[src/rtl/instruction_fetch.sv]
// instruction_fetch: PC owner, single-outstanding imem reader, 2-entry instruction FIFO with redirect flush.
// Optional FETCH_MISALIGN_CHECK_EN: misaligned redirect targets set oMISALIGN and halt fetching.
module instruction_fetch #(
   parameter logic [31:0] RESET_PC = 32'h0000_0000
) (
   input  logic        iCLK,
   input  logic        iRST_N,
   input  logic [31:0] iPCBR,
   input  logic        iPCBR_VALID,
   output logic        oIMEM_REQ,
   output logic [31:0] oIMEM_ADDR,
   input  logic        iIMEM_GNT,
   input  logic        iIMEM_RVALID,
   input  logic [31:0] iIMEM_RDATA,
   output logic [31:0] oIR,
   output logic [31:0] oPC,
   output logic        oIR_VALID,
   input  logic        iIR_READY,
   output logic        oMISALIGN
);
`ifdef FETCH_MISALIGN_CHECK_EN
   typedef enum logic [1:0] {S_IDLE, S_REQ, S_WAIT, S_HALT} state_t;
`else
   typedef enum logic [1:0] {S_IDLE, S_REQ, S_WAIT} state_t;
`endif
   state_t      state_q;
   logic [31:0] pc_q, req_addr_q, ir0_q, pc0_q, ir1_q, pc1_q;
   logic [31:0] ir0_d, pc0_d, ir1_d, pc1_d, target;
   logic [1:0]  count_q, count_d;
   logic        drop_q, bad, fire, pop, push, wr1, pend;
`ifdef FETCH_MISALIGN_CHECK_EN
   logic        misalign_q;
   assign target    = iPCBR;
   assign bad       = iPCBR[1:0] != 2'b00;
   assign oMISALIGN = misalign_q;
`else
   logic        unused_lsb;
   assign unused_lsb = ^iPCBR[1:0];
   assign target     = {iPCBR[31:2], 2'b00};
   assign bad        = 1'b0;
   assign oMISALIGN  = 1'b0;
`endif
   assign oIMEM_REQ  = (state_q == S_REQ) && !count_q[1];
   assign oIMEM_ADDR = pc_q;
   assign oIR        = ir0_q;
   assign oPC        = pc0_q;
   assign oIR_VALID  = count_q != 2'd0;
   assign fire = oIMEM_REQ & iIMEM_GNT;
   assign pop  = oIR_VALID & iIR_READY;
   assign push = (state_q == S_WAIT) & iIMEM_RVALID & ~drop_q;
   // a response is still owed to us after this cycle, so a redirect must squash it
   assign pend = fire | ((state_q == S_WAIT) & ~iIMEM_RVALID);
   assign wr1  = count_q[1] | (count_q[0] & ~pop);
   always_comb begin
      ir0_d   = (push & ~wr1) ? iIMEM_RDATA : pop ? ir1_q : ir0_q;
      pc0_d   = (push & ~wr1) ? req_addr_q : pop ? pc1_q : pc0_q;
      ir1_d   = (push & wr1) ? iIMEM_RDATA : ir1_q;
      pc1_d   = (push & wr1) ? req_addr_q : pc1_q;
      count_d = iPCBR_VALID ? 2'd0 : count_q + {1'b0, push} - {1'b0, pop};
   end
   always_ff @(posedge iCLK or negedge iRST_N) begin
      if (!iRST_N) begin
         state_q    <= S_IDLE;
         pc_q       <= RESET_PC;
         req_addr_q <= 32'd0;
         ir0_q      <= 32'd0;
         pc0_q      <= 32'd0;
         ir1_q      <= 32'd0;
         pc1_q      <= 32'd0;
         count_q    <= 2'd0;
         drop_q     <= 1'b0;
`ifdef FETCH_MISALIGN_CHECK_EN
         misalign_q <= 1'b0;
`endif
      end else begin
         ir0_q   <= ir0_d;
         pc0_q   <= pc0_d;
         ir1_q   <= ir1_d;
         pc1_q   <= pc1_d;
         count_q <= count_d;
         case (state_q)
            S_IDLE: state_q <= S_REQ;
            S_REQ: if (fire) begin
               req_addr_q <= pc_q;
               pc_q       <= pc_q + 32'd4;
               state_q    <= S_WAIT;
            end
            S_WAIT: if (iIMEM_RVALID) begin
               drop_q  <= 1'b0;
`ifdef FETCH_MISALIGN_CHECK_EN
               state_q <= misalign_q ? S_HALT : S_REQ;
`else
               state_q <= S_REQ;
`endif
            end
            default: ;
         endcase
         if (iPCBR_VALID) begin
            if (!bad) pc_q <= target;
`ifdef FETCH_MISALIGN_CHECK_EN
            misalign_q <= bad;
`endif
            if (pend) begin
               drop_q  <= 1'b1;
               state_q <= S_WAIT;
            end else begin
`ifdef FETCH_MISALIGN_CHECK_EN
               state_q <= bad ? S_HALT : S_REQ;
`else
               state_q <= S_REQ;
`endif
            end
         end
      end
   end
endmodule
[config.mk]
export PLATFORM = sky130hd
export DESIGN_NAME = instruction_fetch
export DESIGN_NICKNAME = d
export VERILOG_FILES = /design/src/rtl/instruction_fetch.sv
export SDC_FILE = /design/constraint.sdc
export NUM_CORES = 1
export LEC_CHECK = 0
export ABC_AREA = 1
export CORE_ASPECT_RATIO = 2
export CORE_MARGIN = 2
export CORE_UTILIZATION = 52
export CTS_CLUSTER_SIZE = 10
export DETAILED_ROUTE_END_ITERATION = 7
export PLACE_DENSITY = 0.85
export REMOVE_ABC_BUFFERS = 1
export SYNTH_ARGS = -nofsm -noshare
export SYNTH_HDL_FRONTEND = slang
export SYNTH_SLANG_ARGS = --single-unit
[constraint.sdc]
create_clock -name iCLK -period 2.34 [get_ports iCLK]
set_clock_uncertainty 0.05 [all_clocks]
set_input_delay 0.234 -clock iCLK [delete_from_list [all_inputs] [get_ports iCLK]]
set_output_delay 0.234 -clock iCLK [all_outputs]
set_load 0.01 [all_outputs]
Word level (Yosys, flattened, before mapping)
Cells that the tools add are included.

Register bits after elaboration: 197. Word-level logic and storage cells: 58. Output and inout port bits: 99. Input port bits: 70.

$add $sub $neg: 3. Muxes and demuxes: 17. Bitwise gates (word level): 14. Reduce and logical (&&, ||, !) cells: 11. Eq/ne operators: 4.

Operators with widths (count): 32-bit 2-to-1 mux (7); 32-bit by 3-bit adder with 32-bit output (second input constant) (1); 2-bit 2-to-1 mux (5); 1-bit AND (8); 2-bit nonzero test (4); 3-bit inequality test (second input constant) (2); 2-bit one-hot mux with 3 select lines (1); 1-bit 2-to-1 mux (4); 1-bit NOT (4); 2-bit AND reduction (2); 4-bit nonzero test (1); 3-bit AND reduction (1); 2-bit by 1-bit adder with 2-bit output (1); 2-bit by 1-bit == test with 1-bit output (second input constant) (1); 2-bit == test (second input constant) (1); 2-bit logical NOT (1); 1-bit OR (2); 2-bit by 1-bit subtractor with 2-bit output (1); 1-bit logical AND (1); 1-bit logical NOT (1).

Longest topological paths before layout
Gate-level depths: netlist of run 1.

Depth after elaboration: 8. Gate-level depth with buffers: 11. Gate-level depth less buffers: 10.

Worst setup path before layout of run 1
No wires, ideal clock.

Path type: flip-flop to flip-flop. From: register count_q[1]. To: register count_q[1]. Clock period less this slack: 1.808 ns. Path slack: 0.532 ns. Data required time: 2.159 ns. Path buffers: 1. Stages on the path, launching flop included: 9. Data arrival time: 1.626 ns. Cells stage by stage: dfrtp_1 nor2_1 nor2_2 clkbuf_1 ha_1 inv_1 ha_1 xor2_1 nor2_1.

Longest elaborated chain between the ends: 4. Elaborated cells between the ends (all ways): 5. Classes of those cells: add/sub: 2; mux: 1; bitwise: 1; reduce/logical: 1.

Ends and longest elaborated chain: start: declaration (RTL line 29) `logic [1:0] count_q, count_d;`; start signal: assignment (RTL line 80) `count_q <= count_d;`; parallel branches: the longest is 2 deep, another holds 2-bit by 1-bit adder with 2-bit output; 2-bit by 1-bit subtractor with 2-bit output (*) (RTL line 59) `count_d = iPCBR_VALID ? 2'd0 : count_q + {1'b0, push} - {1'b0, pop};`; 2-bit 2-to-1 mux (*) (RTL line 59); named net count_d[1] (RTL line 29).

Mark *: on every way through the listed nets, which the timed path passes. A chain may end at the register's enable or synchronous reset.

Worst setup path in the final report of run 1
From: register state_q[1]. To: output oIMEM_REQ.

Longest elaborated chain between the ends: 2.

Ends and longest elaborated chain: start: declaration (RTL line 26) `state_t state_q;`; start signal: assignment (RTL line 63) `state_q <= S_IDLE;`; start signal: assignment (RTL line 82) `S_IDLE: state_q <= S_REQ;`; start signal: assignment (RTL line 86) `state_q <= S_WAIT;`; 2-bit by 1-bit == test with 1-bit output (RTL line 43) `assign oIMEM_REQ = (state_q == S_REQ) && !count_q[1];`; 1-bit logical AND (RTL line 43); end: declaration (RTL line 10) `output logic oIMEM_REQ,`.

Every way passes these cells.

==> impl_metrics.csv, run 1 <==
group,metric,value,unit
route,wl_per_cell,15.5,um
clock_network,clockBufferDepth,2,
clock_network,cts_tree,"yes",
floorplanning,die-area,0.0180,mm2
floorplanning,num_rows,67,
critical_path,end_kind,"primary output",
cells_and_area,stdcell_area,0.0112,mm2
route,ant_nets,0,
timing,finalCritPeriodShare,89.1,%
placed_design,port_buffers,161,
route,vias_per_cell,5.43,
floorplanning,core,0.0167,mm2
timing,slew_violations,0,
route,drt-pass1-iter-count,7,
clock_network,clk_latency,0.43,ns
run_status,outcome,"completed",
timing,rsz0062_at_grt,"no",
synth,synth_seq_cells,189,
route,drt-initial-drc-count,377,
critical_path,worstSetupPathType,"reg2out",
clock_network,h-tree-depth,4,
cells_and_area,final_cell_mix,"230 x nand2_1, 189 x dfrtp_1, 166 x nand3_1",
placed_design,place.gp.congestion,0.943,
synth,synth_edf_count,0,
grt,grtUsageMet1,29.2,%
cells_and_area,seqCellArea,0.00473,mm2
critical_path,crit_required,2.06,ns
cells_and_area,layout_commonest_cell,"nand2_1",
timing,hold_violations,0,
route,drc,0,
clock_network,cts_buffers,17,
placed_design,placed_area,0.0106,mm2
synth,synth_cells,1049,
floorplanning,ios,169,
placed_design,dp_slack,0.171,ns
critical_path,crit_fanout,3,
route,vias,7638,
critical_path,cp-start-kind,"flip-flop",
synth,netlist_area,0.00880,mm2
synth,synth_cell_types,29,
worst_hold_path,hold_path.class,"in2reg",
cells_and_area,fillers,1339,
synth,ys_seq_area_share,53.8,%
timing,worst_slack,0.255,ns
pwr,ir_worst_vdd,0.533,mV
grt,grt_pass1_vias,7436,
timing,whs,0.316,ns
pwr,p_per_area,1140,mW/mm2
floorplanning,die_h,188,um
timing,finalSetupViolCount,0,
synth,yosys_warnings,0,
timing,fin_tns_setup,0,ns
grt,grt.total_usage,25.1,%
clock_network,cts.reportedPaths.clkPinSlew,0.07,ns
floorplanning,die_w,96.0,um
grt,grt_max_degree,187,
timing,slew_headroom,47.9,%
cells_and_area,nNetsFinal,1263,
timing,period_needed,2.09,ns
timing,tightest_slew,0.782,ns
grt,top_usage_layer,"met2",
cells_and_area,multi_input_area,0.00327,mm2
clock_network,cts.repair.resized,0,
grt,antenna_found_initial,0,
floorplanning,start_util,52.7,%
cells_and_area,antenna-diode-count,0,
cells_and_area,drive_gt1_share,5.08,%
clock_network,clkSinkCount,189,
route,routed_wl,21.9,mm
synth,synth_area_per_cell,8.39,um2
grt,use_met2,43.5,%
run,max_cap_violations,0,
cells_and_area,synthToLayoutAreaGrowth,27.1,%
grt,grt.overflow.total,0,
clock_network,cts_root_buf,"clkbuf_16",
pwr,p_leak,0.00508,uW
critical_path,critical_path_arrival,1.80,ns
grt,grt_pass1_wl,35.4,mm
timing,fmax,480,MHz
placed_design,hpwl,14.9,mm
synth,synth-async-reset-ratio,100,%
synth,ys.flop_type,"dfrtp_1",
grt,grt_use_met3,3.46,%
[critical path, cell delays in order (launching register included)]
cell	delay, ns
dfrtp_1	0.40
inv_1	0.08
ha_1	0.13
inv_1	0.06
nor2_1	0.15
clkdlybuf4s50_1	0.56
[worst paths after layout]
check	slack, ns	end	cells after the start	startpoint
max in group asynchronous	1.22	pc1_q[22]	3	iRST_N
max reg2reg	0.27	oPC[30]	8	state_q[0]
max	0.25	oIMEM_REQ	5	state_q[1]
min in group asynchronous	0.33	count_q[1]	2	iRST_N
min reg2reg	0.43	req_addr_q[28]	2	req_addr_q[28]
min	0.32	oIMEM_ADDR[11]	3	iPCBR[11]
[through the flow]
| stage | total power, uW | instances | util, % |
|---|---|---|---|
| final | 12700 | 1407 | 67.0 |
| after global routing | 13600 | 1407 | 67.0 |
| after CTS | 12800 | 1407 | 67.0 |
| after detailed placement | 9920 | 1374 | 63.4 |
| after global placement | 9690 | 1374 | 63.4 |
| after floorplan | 7680 | 988 | - |
[cell usage after synthesis (2+ instances only)]
master    number  share of area (%)
inv_2          3               0.13
buf_2          8               0.46
o21bai_1       4               0.34
o211ai_1      65                5.5
nor2_1        46                2.0
buf_6          8                1.0
o21ai_0       65                3.7
and2_1         2               0.14
o21ai_1       58                3.3
o21ai_2        2               0.20
inv_1        128                5.5
nand3_1      166                9.4
xor2_1         5               0.50
buf_4          5               0.43
xnor2_1        2               0.20
nand2_1      232                9.9
buf_1          9               0.38
a21oi_1        3               0.17
dfrtp_1      189                 54
ha_1           6               0.85
clkbuf_1      35                1.5
[area by class of cell]
type                       count  area share (%)
clock buffer                  21            4.30
clock inverter                11           0.952
inverter                     131            4.40
multi-input combinational    668            29.3
sequential                   189            42.3
tap                          207            2.32
timing repair buffer         180            16.4
[routing by layer]
layer / part of all wire, % / wire length (um)
met5: 0 / 0
met4: 4.8 / 1040
met3: 3.7 / 802
met2: 52 / 11400
met1: 39 / 8570
[cell families (layout without fill, tap and decap cells)]
logic type,count (synthesis),after routing,synth area share [%]
AND/OR/NAND/NOR,451,451,21.8
AO/OA/AOI/OAI,199,199,13.4
buffers and inverters,196,343,9.37
XOR/XNOR,7,7,0.697
other,1,5,0.0426
flip-flops,189,189,53.8
adder cells (fa/ha/maj),6,6,0.853
[repair_timing]
action	in CTS	in global routing
hold buffers	1	0
setup buffers	0	0
hold endpoints to repair	67	0
[sequential cells by signal, indices dropped and copies added (netlist names)]
| register | cells |
|---|---|
| pc1_q | 30 |
| state_q | 2 |
| oPC | 30 |
| oIR | 32 |
| req_addr_q | 30 |
| ir1_q | 32 |
| drop_q | 1 |
| oIMEM_ADDR | 30 |
| count_q | 2 |
[power by group]
group / switching, uW / internal, uW
Clock: 1250 / 1590
Combinational: 2260 / 2130
Sequential: 863 / 4620
(Power assumes the default switching activity.)
==> inputs of run 2 (changes only) <==
Settings changed: CORE_MARGIN 2 to 5, TNS_END_PERCENT set to 20.
==> run 2 against run 1 <==
Cell count about the same; sequential cell count is the same; routed wire length increased by 2.1%; sequential share of layout area fell by 0.10 points; setup slack got worse by 0.014 ns; power is 0.34% higher; highest routed layer unchanged; worst hold slack worse by 0.0072 ns; via count up 0.18%; non-clock buffer count is 1 lower; critical path depth unchanged; largest power group unchanged; die area grew 9.6%; sequential power hardly changed.
==> impl_metrics.csv, run 2 (same netlist as run 1, synthesis figures left out) <==
group,metric,value,unit
critical_path,critical_path_arrival,1.82,ns
clock_network,cts_tree,"yes",
route,drc,0,
critical_path,cpMostUsedCell,"inv_1",
cells_and_area,drive_gt1_share,5.00,%
critical_path,crit_chain,"inv_1 -> ha_1 -> inv_1 -> nor2_1 -> clkdlybuf4s50_1",
pwr,p_leak,0.00509,uW
placed_design,place.gp.congestion,0.912,
worst_hold_path,hold_path.class,"in2async",
clock_network,h-tree-depth,4,
critical_path,end_kind,"primary output",
clock_network,cts_root_buf,"clkbuf_16",
cells_and_area,nNetsFinal,1262,
route,wl_per_cell,15.9,um
placed_design,dp_slack,0.249,ns
cells_and_area,seqCellArea,0.00473,mm2
timing,slew_headroom,49.0,%
critical_path,max_stage_delay,0.56,ns
grt,grt_max_degree,91,
cells_and_area,fillers,1330,
critical_path,crit_required,2.06,ns
clock_network,cts.reportedPaths.clkPinSlew,0.07,ns
timing,finalSetupViolCount,0,
route,ant_nets,0,
run_status,outcome,"completed",
clock_network,cts.repair.resized,0,
clock_network,cts_buffers,17,
cells_and_area,multi_input_area,0.00327,mm2
timing,finalCritPeriodShare,89.7,%
clock_network,clkSinkCount,189,
critical_path,crit_family,"buffers and inverters",
route,vias,7652,
grt,grt_pass1_wl,37.0,mm
timing,hold_violations,0,
placed_design,hpwl,15.6,mm
clock_network,clockBufferDepth,2,
timing,worst_slack,0.240,ns
clock_network,post_cts_buffers,0,
critical_path,cp_slowest_cell,"clkdlybuf4s50_1",
cells_and_area,final_cell_mix,"230 x nand2_1, 189 x dfrtp_1, 166 x nand3_1",
critical_path,cp_num_buf_inv,3,
cells_and_area,layout_commonest_cell,"nand2_1",
timing,slew_violations,0,
run,max_cap_violations,0,
cells_and_area,fin_cells,1406,
timing,tightest_slew,0.764,ns
timing,rsz0062_at_grt,"no",
pwr,power,12800,uW
cells_and_area,synthToLayoutAreaGrowth,27.4,%
cells_and_area,antenna-diode-count,0,
floorplanning,ios,169,
critical_path,cp-start-kind,"flip-flop",
clock_network,clk_latency,0.42,ns
grt,grt.overflow.total,0,
placed_design,port_buffers,161,
floorplanning,die-area,0.0198,mm2
floorplanning,num_rows,67,
critical_path,crit_fanout,3,
critical_path,worstSetupPathType,"reg2out",
timing,fmax,476,MHz
floorplanning,die_h,194,um
route,drt-pass1-iter-count,5,
grt,grt_pass1_vias,7625,
floorplanning,core,0.0167,mm2
grt,grt.total_usage,23.2,%
pwr,p_per_area,1140,mW/mm2
pwr,ir_worst_vdd,0.512,mV
placed_design,place_inst,1373,
route,vias_per_cell,5.44,
route,drt-initial-drc-count,416,
route,routed_wl,22.3,mm
grt,antenna_found_initial,0,
floorplanning,die_w,102,um
timing,period_needed,2.10,ns
floorplanning,start_util,52.7,%
run 2: changes by cell type in the layout (fill, tap and decap cells not counted), sizes merged:
| cell | previous run | this run |
|---|---|---|
| clkinv | 7 | 5 |
| clkbuf | 22 | 19 |
| inv | 134 | 139 |
| buf | 18 | 17 |
run 2: final timing paths:
kind	startpoint	end	slack, ns	cells past startpoint
max in group asynchronous	iRST_N	req_addr_q[22]	1.12	3
min reg2reg	ir1_q[31]	ir1_q[31]	0.44	2
min in group iCLK	iPCBR[15]	oIMEM_ADDR[15]	0.32	3
max	state_q[1]	oIMEM_REQ	0.24	5
min	iRST_N	oIR[28]	0.31	2
max reg2reg	state_q[1]	oIMEM_ADDR[5]	0.32	9
run 2: timing repair:
item	CTS	global route
setup endpoints to repair	0	0
hold endpoints to repair	57	0
hold buffers	1	0
run 2: stage by stage:
| stage | utilization (%) | hold slack, ns | setup TNS, ns | cell area [um2] |
|---|---|---|---|---|
| 5_1_grt | 67.2 | 0.321 | 0 | 11200 |
| 3_3_place_gp | 63.6 | 0.198 | 0 | 10600 |
| 3_5_place_dp | 63.6 | 0.204 | 0 | 10600 |
| 4_1_cts | 67.2 | 0.302 | 0 | 11200 |
| 6_report | 67.2 | 0.309 | 0 | 11200 |
| 2_1_floorplan | - | -0.112 | -184.40 | 8480 |
run 2: report_power, final:
group / total (uW) / internal, uW / leakage (uW) / switching [uW]
sequential: 5480 / 4620 / 0.00248 / 862
clock: 2860 / 1540 / 0.000290 / 1330
combinational: 4420 / 2140 / 0.00232 / 2280
run 2: area by class of cell:
cell class,count,area share (%)
clock buffers,18,3.92
clock inverters,14,1.30
inverters,131,4.39
multi-input cells,668,29.2
flip-flops and latches,189,42.2
well taps,207,2.31
repair buffers,179,16.6
run 2: per-layer routing:
metal / GRT usage [%] / share of wire, % / routed length, um / up-vias
li1: - / - / - / 3724
met5: 0 / 0 / 0 / -
met1: 27.6 / 37 / 8350 / 3619
met4: 10.6 / 4.4 / 982 / 0
met2: 40.5 / 54 / 12000 / 242
met3: 3.24 / 4.4 / 989 / 67
==> inputs of run 3 (changes only) <==
Settings changed: CORE_ASPECT_RATIO 2 to unset, TNS_END_PERCENT 20 to unset.
==> run 3 against run 2 <==
Sequential power about the same; combinational power fell by 0.9%; via count fell by 0.13%; non-clock buffer count did not move; routed wire length shrank 0.95%; power up 0.12%.
==> impl_metrics.csv, run 3 (same netlist as run 1, synthesis figures left out) <==
group,metric,value,unit
grt,grt_pass1_wl,37.1,mm
cells_and_area,stdcell_area,0.0112,mm2
pwr,p_per_area,1140,mW/mm2
clock_network,clkSinkCount,189,
critical_path,crit_chain,"inv_1 -> ha_1 -> inv_1 -> nor2_1 -> clkdlybuf4s50_1",
grt,grt.overflow.total,0,
clock_network,cts_buffers,17,
clock_network,cts_hold_buffers,1,
route,routed_wl,22.1,mm
critical_path,cp_slowest_cell,"clkdlybuf4s50_1",
timing,whs,0.280,ns
placed_design,place.gp.congestion,0.928,
placed_design,hpwl,15.1,mm
timing,tightest_slew,0.866,ns
floorplanning,core,0.0166,mm2
clock_network,cts_root_buf,"clkbuf_16",
worst_hold_path,hold_path.class,"in2async",
grt,grt.total_usage,23.0,%
placed_design,placed_area,0.0106,mm2
cells_and_area,nNetsFinal,1262,
floorplanning,die_h,140,um
clock_network,clockBufferDepth,2,
floorplanning,die-area,0.0196,mm2
route,ant_nets,0,
placed_design,port_buffers,161,
floorplanning,ios,169,
floorplanning,start_util,53.0,%
floorplanning,die_w,140,um
clock_network,h-tree-depth,4,
critical_path,max_stage_delay,0.57,ns
timing,slew_violations,0,
cells_and_area,synthToLayoutAreaGrowth,27.5,%
critical_path,critical_path_arrival,1.85,ns
timing,slew_headroom,42.3,%
route,drt-pass1-iter-count,5,
critical_path,cpMostUsedCell,"inv_1",
timing,rsz0062_at_grt,"no",
pwr,ir_worst_vdd,0.604,mV
run,max_cap_violations,0,
clock_network,clk_latency,0.43,ns
pwr,p_leak,0.00508,uW
critical_path,crit_fanout,3,
run_status,outcome,"completed",
timing,fmax,469,MHz
cells_and_area,final_util,67.6,%
grt,grt_pass1_vias,7472,
timing,finalCritPeriodShare,91.1,%
clock_network,post_cts_buffers,0,
floorplanning,num_rows,47,
route,wl_per_cell,15.6,um
timing,period_needed,2.13,ns
cells_and_area,final_cell_mix,"230 x nand2_1, 189 x dfrtp_1, 166 x nand3_1",
clock_network,cts.reportedPaths.clkPinSlew,0.06,ns
critical_path,crit_required,2.06,ns
cells_and_area,layout_commonest_cell,"nand2_1",
critical_path,worstSetupPathType,"reg2out",
cells_and_area,antenna-diode-count,0,
grt,antenna_found_initial,0,
route,drc,0,
route,drt-initial-drc-count,523,
clock_network,cts.repair.resized,0,
route,vias_per_cell,5.39,
pwr,power,12800,uW
critical_path,r2r_cells,10,
critical_path,cp-start-kind,"flip-flop",
critical_path,end_kind,"primary output",
cells_and_area,drive_gt1_share,4.84,%
grt,grt_max_degree,187,
cells_and_area,fillers,1382,
clock_network,cts_tree,"yes",
timing,hold_violations,0,
timing,finalSetupViolCount,0,
route,vias,7642,
-- run 3: final timing paths --
kind                            startpoint             end  slack, ns
min reg2reg                      ir1_q[31]       ir1_q[31]       0.43
max reg2reg                     state_q[1]  oIMEM_ADDR[10]       0.22
min                                 iRST_N         oIR[24]       0.28
max in group asynchronous           iRST_N  oIMEM_ADDR[10]       1.21
min in group iCLK          iIMEM_RDATA[28]       ir1_q[28]       0.32
max                             state_q[1]       oIMEM_REQ       0.21
-- run 3: layout make-up --
class	count	area, um2	area share [%]
Sequential cell	189	4730	42.2
Multi-Input combinational cell	668	3270	29.2
Timing Repair Buffer	179	1840	16.4
Inverter	131	492	4.39
Clock buffer	21	460	4.11
Tap cell	220	275	2.45
Clock inverter	11	141	1.26
-- run 3: metal layers --
metal	GRT usage, %	wire length [um]
met5	0	0
met4	7.55	520
met3	5.25	1480
met2	37.6	10600
met1	30.5	9530
-- run 3: worst max-delay path: cells and delay by family (launching register included) --
kind / cells / cell delay (ns)
buffers and inverters: 3 / 0.72
DFF: 1 / 0.40
and+or+nand+nor: 1 / 0.15
adders and majority gates: 1 / 0.15
-- run 3: per-stage QoR --
| stage | setup slack [ns] | instances | setup TNS (ns) |
|---|---|---|---|
| finish | 0.208 | 1419 | 0 |
| global route | 0.0426 | 1419 | 0 |
| CTS | 0.190 | 1419 | 0 |
| detailed placement | 0.267 | 1386 | 0 |
| global placement | 0.312 | 1386 | 0 |
| floorplan | -1.81 | 988 | -184.40 |
-- run 3: where the power goes --
part	switching, uW	internal (uW)
Sequential	841	4620
Combinational	2250	2130
Clock	1200	1730
Total	4290	8490
==> RTL edit 1: new RTL, flow settings as in run 1 <==
Re-encode `state_t` (3 states) as one-hot, 3 bits wide.
--- a/src/rtl/instruction_fetch.sv
+++ b/src/rtl/instruction_fetch.sv
@@ -22,5 +22,5 @@
    typedef enum logic [1:0] {S_IDLE, S_REQ, S_WAIT, S_HALT} state_t;
 `else
-   typedef enum logic [1:0] {S_IDLE, S_REQ, S_WAIT} state_t;
+   typedef enum logic [2:0] {S_IDLE = 3'b001, S_REQ = 3'b010, S_WAIT = 3'b100} state_t;
 `endif
    state_t      state_q;
Behaviour: no difference found for any inputs over 4 cycles, from zero or initial values and one cycle with iRST_N low; so few cycles prove little.
==> RTL edit 1 against run 1 <==
Wire length up 8.4%. Die area up 1.3%. Critical endpoint unchanged. Critical path type unchanged. Highest routed layer unchanged. Global-route usage up 2.1 points. Final area up 2.2%. Total power up 1.8%. Synthesized area up 1.4%. Sequential cell count up 1. Critical path depth down 1. Setup slack better by 0.0098 ns.
==> RTL edit 1: results (changes against run 1) <==
Yosys
  – Area contributors post-synth: dfrtp_1 53%, nand3_1 17%, nand2_1 16%
  – Mapped Cells: 1136 (+8.3%)
  – Synth Area in Compound Gates: 3.54% (-9.9 points)
  – Post-synthesis adder-cell area fraction: 0.421% (-0.43 points)
  – Commonest cells in the netlist: 381 x nand2_1, 297 x nand3_1, 189 x dfrtp_1
  – Post-synthesis cell type count: 26 (-10%)
  – Synth Area in XOR/XNOR: 0.884% (+0.19 points)
  – Sequential area share after synthesis: 53.3% (-0.42 points)

Timing
  – Relative slew margins: 50.5% (+2.6 points)

Critical path
  – R2R Path Start: oIMEM_ADDR[3]
  – Reg-to-Reg End: oIMEM_ADDR[20]
  – CP max FO: 4 (+1)
  – Worst setup path start: state_q[2]

Pwr
  – Leakage: 0.00555 uW (+9.3%)
  – Clock Power Share: 25.1% (+2.8 points)
  – Sw Share: 35.5% (+1.1 points)
  – Max rail drop VDD: 0.000707 V (+33%)

Final layout
  – Share of layout cells above drive strength 1: 5.05% (-0.033 points)
  – Layout Nets: 1347 (+6.7%)

Placement
  – Placed cell count: 1461 (+6.3%)
  – Final GP Congestion: 0.928 (-1.6%)

Detailed routing
  – DRT iter0 DRCs: 526 (+40%)
  – DR vias: 8161 (+6.8%)
  – Length of the first detailed-routing pass in iterations: 5 (-2)

Hold path
  – Hold Path Class: in2async

GRT
  – Largest net degree at the start of global routing: 83 (-56%)
  – First-pass GRT wire length: 38600 um (+8.9%)
  – Vias in the first global route: 8061 (+8.4%)

Run status
  – Run status: finished clean
==> RTL edit 1: what timing repair did <==
action                                 4_1_cts  5_1_grt
hold buffers                                 1        0
gates resized for setup                      0        0
endpoints found under the hold margin       47        0
==> RTL edit 1: worst min path at each step <==
stage            from  cells after the start             to  slack (ns)
3_3_place_gp   iRST_N                      1     state_q[1]        0.16
4_1_cts        iRST_N                      2  oIMEM_ADDR[8]        0.27
2_1_floorplan  iRST_N                      0     count_q[0]       -0.11
6_report       iRST_N                      2  oIMEM_ADDR[8]        0.27
5_1_grt        iRST_N                      2  oIMEM_ADDR[9]        0.29
3_5_place_dp   iRST_N                      1     state_q[1]        0.16
==> RTL edit 1: cell type report <==
class / count / area (um^2)
clock buffers: 20 / 457
clock inverters: 12 / 208
fillers: 1377 / 5340
inverters: 72 / 270
multi-input cells: 810 / 3630
flip-flops and latches: 190 / 4760
well taps: 207 / 259
repair buffers: 183 / 1850
==> RTL edit 1: metrics by stage <==
stage | worst slack, ns | hold slack (ns)
global route | 0.186 | 0.289
detailed placement | 0.183 | 0.158
CTS | 0.267 | 0.269
finish | 0.264 | 0.269
floorplan | -2.54 | -0.112
global placement | 0.268 | 0.157
==> RTL edit 1: metal layers <==
metal | track usage [%] | up-vias | wire [um]
met4 | 12.5 | 0 | 942
met1 | 31.5 | 3879 | 8940
met3 | 3.70 | 59 | 999
met2 | 48.2 | 261 | 12800
li1 | - | 3962 | -
met5 | 0 | - | 0
==> RTL edit 1: cell families (layout without fill, tap and decap cells) <==
kind of cell | Yosys count | in the layout
xor+xnor | 9 | 9
compound gates | 61 | 61
fa+ha+maj | 3 | 3
buf+inv | 140 | 287
other cells | 1 | 5
flops | 190 | 190
simple gates | 732 | 732
==> RTL edit 1: power by group through the flow <==
stage	clock network, uW	registers (uW)	logic (uW)
final	3250	5350	4350
after global routing	3430	5500	4860
after CTS	3290	5340	4390
after detailed placement	0	5390	4360
after global placement	0	5330	4230
after floorplan	0	5430	2010
==> RTL edit 2: new RTL, flow settings as in run 1 <==
Without the edit above. The option `FETCH_MISALIGN_CHECK_EN` is turned on by a define.
--- a/src/rtl/instruction_fetch.sv
+++ b/src/rtl/instruction_fetch.sv
@@ -1,4 +1,6 @@
 // instruction_fetch: PC owner, single-outstanding imem reader, 2-entry instruction FIFO with redirect flush.
 // Optional FETCH_MISALIGN_CHECK_EN: misaligned redirect targets set oMISALIGN and halt fetching.
+`define FETCH_MISALIGN_CHECK_EN
+
 module instruction_fetch #(
    parameter logic [31:0] RESET_PC = 32'h0000_0000
Check against the original RTL: not equivalent (Yosys sat finds a counterexample within 4 cycles, from zero or initial values and one cycle with iRST_N low).
==> RTL edit 2 against run 1 <==
Total power grew 2.9%. Synthesized area grew 5.9%. Synthesized cell count shrank 3.8%. Wire length grew 6.8%. Setup slack lost 0.049 ns. Sequential cell count grew 9. Clock power shrank 4%. Final area grew 4.5%. Critical endpoint unchanged.
==> RTL edit 2: results (changes against run 1) <==
Clock tree
  – CTS resizes: 0 (unchanged)
  – Worst-path clk slew: 0.07 ns (about the same)

Placement
  – Number of I/O port buffers: 168 (+4.3%)
  – Post-DP HPWL: 16000 um (+7.3%)
  – Final GP Congestion: 0.924 (-2.0%)
  – Placed cell areas: 11100 um^2 (+5.2%)

Final layout
  – # diodes: 0 (unchanged)
  – Filler cells: 1377 (+2.8%)
  – Layout Nets: 1234 (-2.3%)

Yosys
  – Sequential area share after synthesis: 53.2% (-0.56 points)
  – Ys async rst share: 100% (unchanged)
  – Post-synthesis cell type count: 33 (+14%)
  – Commonest cells in the netlist: 198 x dfrtp_1, 176 x inv_1, 159 x nand2_1

Critical path
  – CP max FO: 5 (+2)
  – CP peak stage delay: 0.53 ns (-0.03 ns)
  – Worst path arrival time: 1.85 ns (+0.05 ns)

Timing
  – Tightest Pin Transition: 0.515 ns (-0.267 ns)

Detailed routing
  – Met1 wire length: 8670 um (+1.2%)
  – DR vias: 7603 (-0.46%)
  – DR WL met3: 871 um (+8.6%)
  – DR WL met2: 12600 um (+9.7%)
  – DRT iter0 DRCs: 503 (+33%)
  – Length of the first detailed-routing pass in iterations: 5 (-2)
  – Final wirelength: 23300 um (+6.8%)

GRT
  – Vias in the first global route: 7802 (+4.9%)
  – Met2 Usage GRT: 44.8% (+1.4 points)
  – Met3 Use GR: 3.61% (+0.16 points)
  – Largest net degree at the start of global routing: 101 (-46%)
  – M1 GR Usage: 28.3% (-0.96 points)
  – First-pass GRT wire length: 38500 um (+8.6%)

Pwr
  – Leakage: 0.00536 uW (+5.6%)
  – Max rail drop VDD: 0.000702 V (+32%)
  – Sw Share: 36.7% (+2.3 points)

Hold path
  – Hold Path Class: in2async

Run status
  – Run status: finished clean
## RTL edit 2: worst paths after layout
check / startpoint / endpoint / slack, ns / cells after the start
worst max-delay path: state_q[1] / oIMEM_REQ / 0.21 / 5
worst min-delay path: iRST_N / pc1_q[8] / 0.28 / 2
worst max register to register: state_q[1] / oIMEM_ADDR[19] / 0.24 / 8
worst min register to register: pc1_q[24] / pc1_q[24] / 0.43 / 2
max in group asynchronous: iRST_N / oIR[25] / 1.18 / 3
min in group iCLK: iPCBR[6] / oIMEM_ADDR[6] / 0.28 / 3
## RTL edit 2: final cells by class
cell class                 instances  area (um^2)  area share [%]
timing repair buffer             186         1950            16.7
sequential                       198         4950            42.4
tap                              213          267            2.28
clock buffer                      18          439            3.76
multi-input combinational        576         3300            28.3
inverter                         179          672            5.75
clock inverter                    13         98.8           0.846
## RTL edit 2: power by group through the flow
stage	Combinational, uW	Sequential, uW	Clock (uW)
2_1_floorplan	2480	5580	0
3_3_place_gp	4680	5500	0
3_5_place_dp	4860	5540	0
4_1_cts	4910	5490	2760
5_1_grt	5370	5640	2900
6_report	4870	5500	2720
## RTL edit 2: cell families (layout without fill, tap and decap cells)
group	after synthesis	count (layout)	synth area share [%]
flops	198	198	53.2
simple gates	352	352	16.7
compound gates	204	204	16.4
buf+inv	235	396	11.6
fa+ha+maj	6	6	0.806
xor+xnor	14	14	1.32
## RTL edit 2: per-stage QoR
stage / total power [uW] / hold slack (ns) / cells / setup slack [ns]
6_report: 13100 / 0.279 / 1383 / 0.205
5_1_grt: 13900 / 0.289 / 1383 / 0.0595
4_1_cts: 13200 / 0.272 / 1383 / 0.138
3_5_place_dp: 10400 / 0.193 / 1351 / 0.283
3_3_place_gp: 10200 / 0.192 / 1351 / 0.369
2_1_floorplan: 8050 / -0.112 / 953 / -2.26
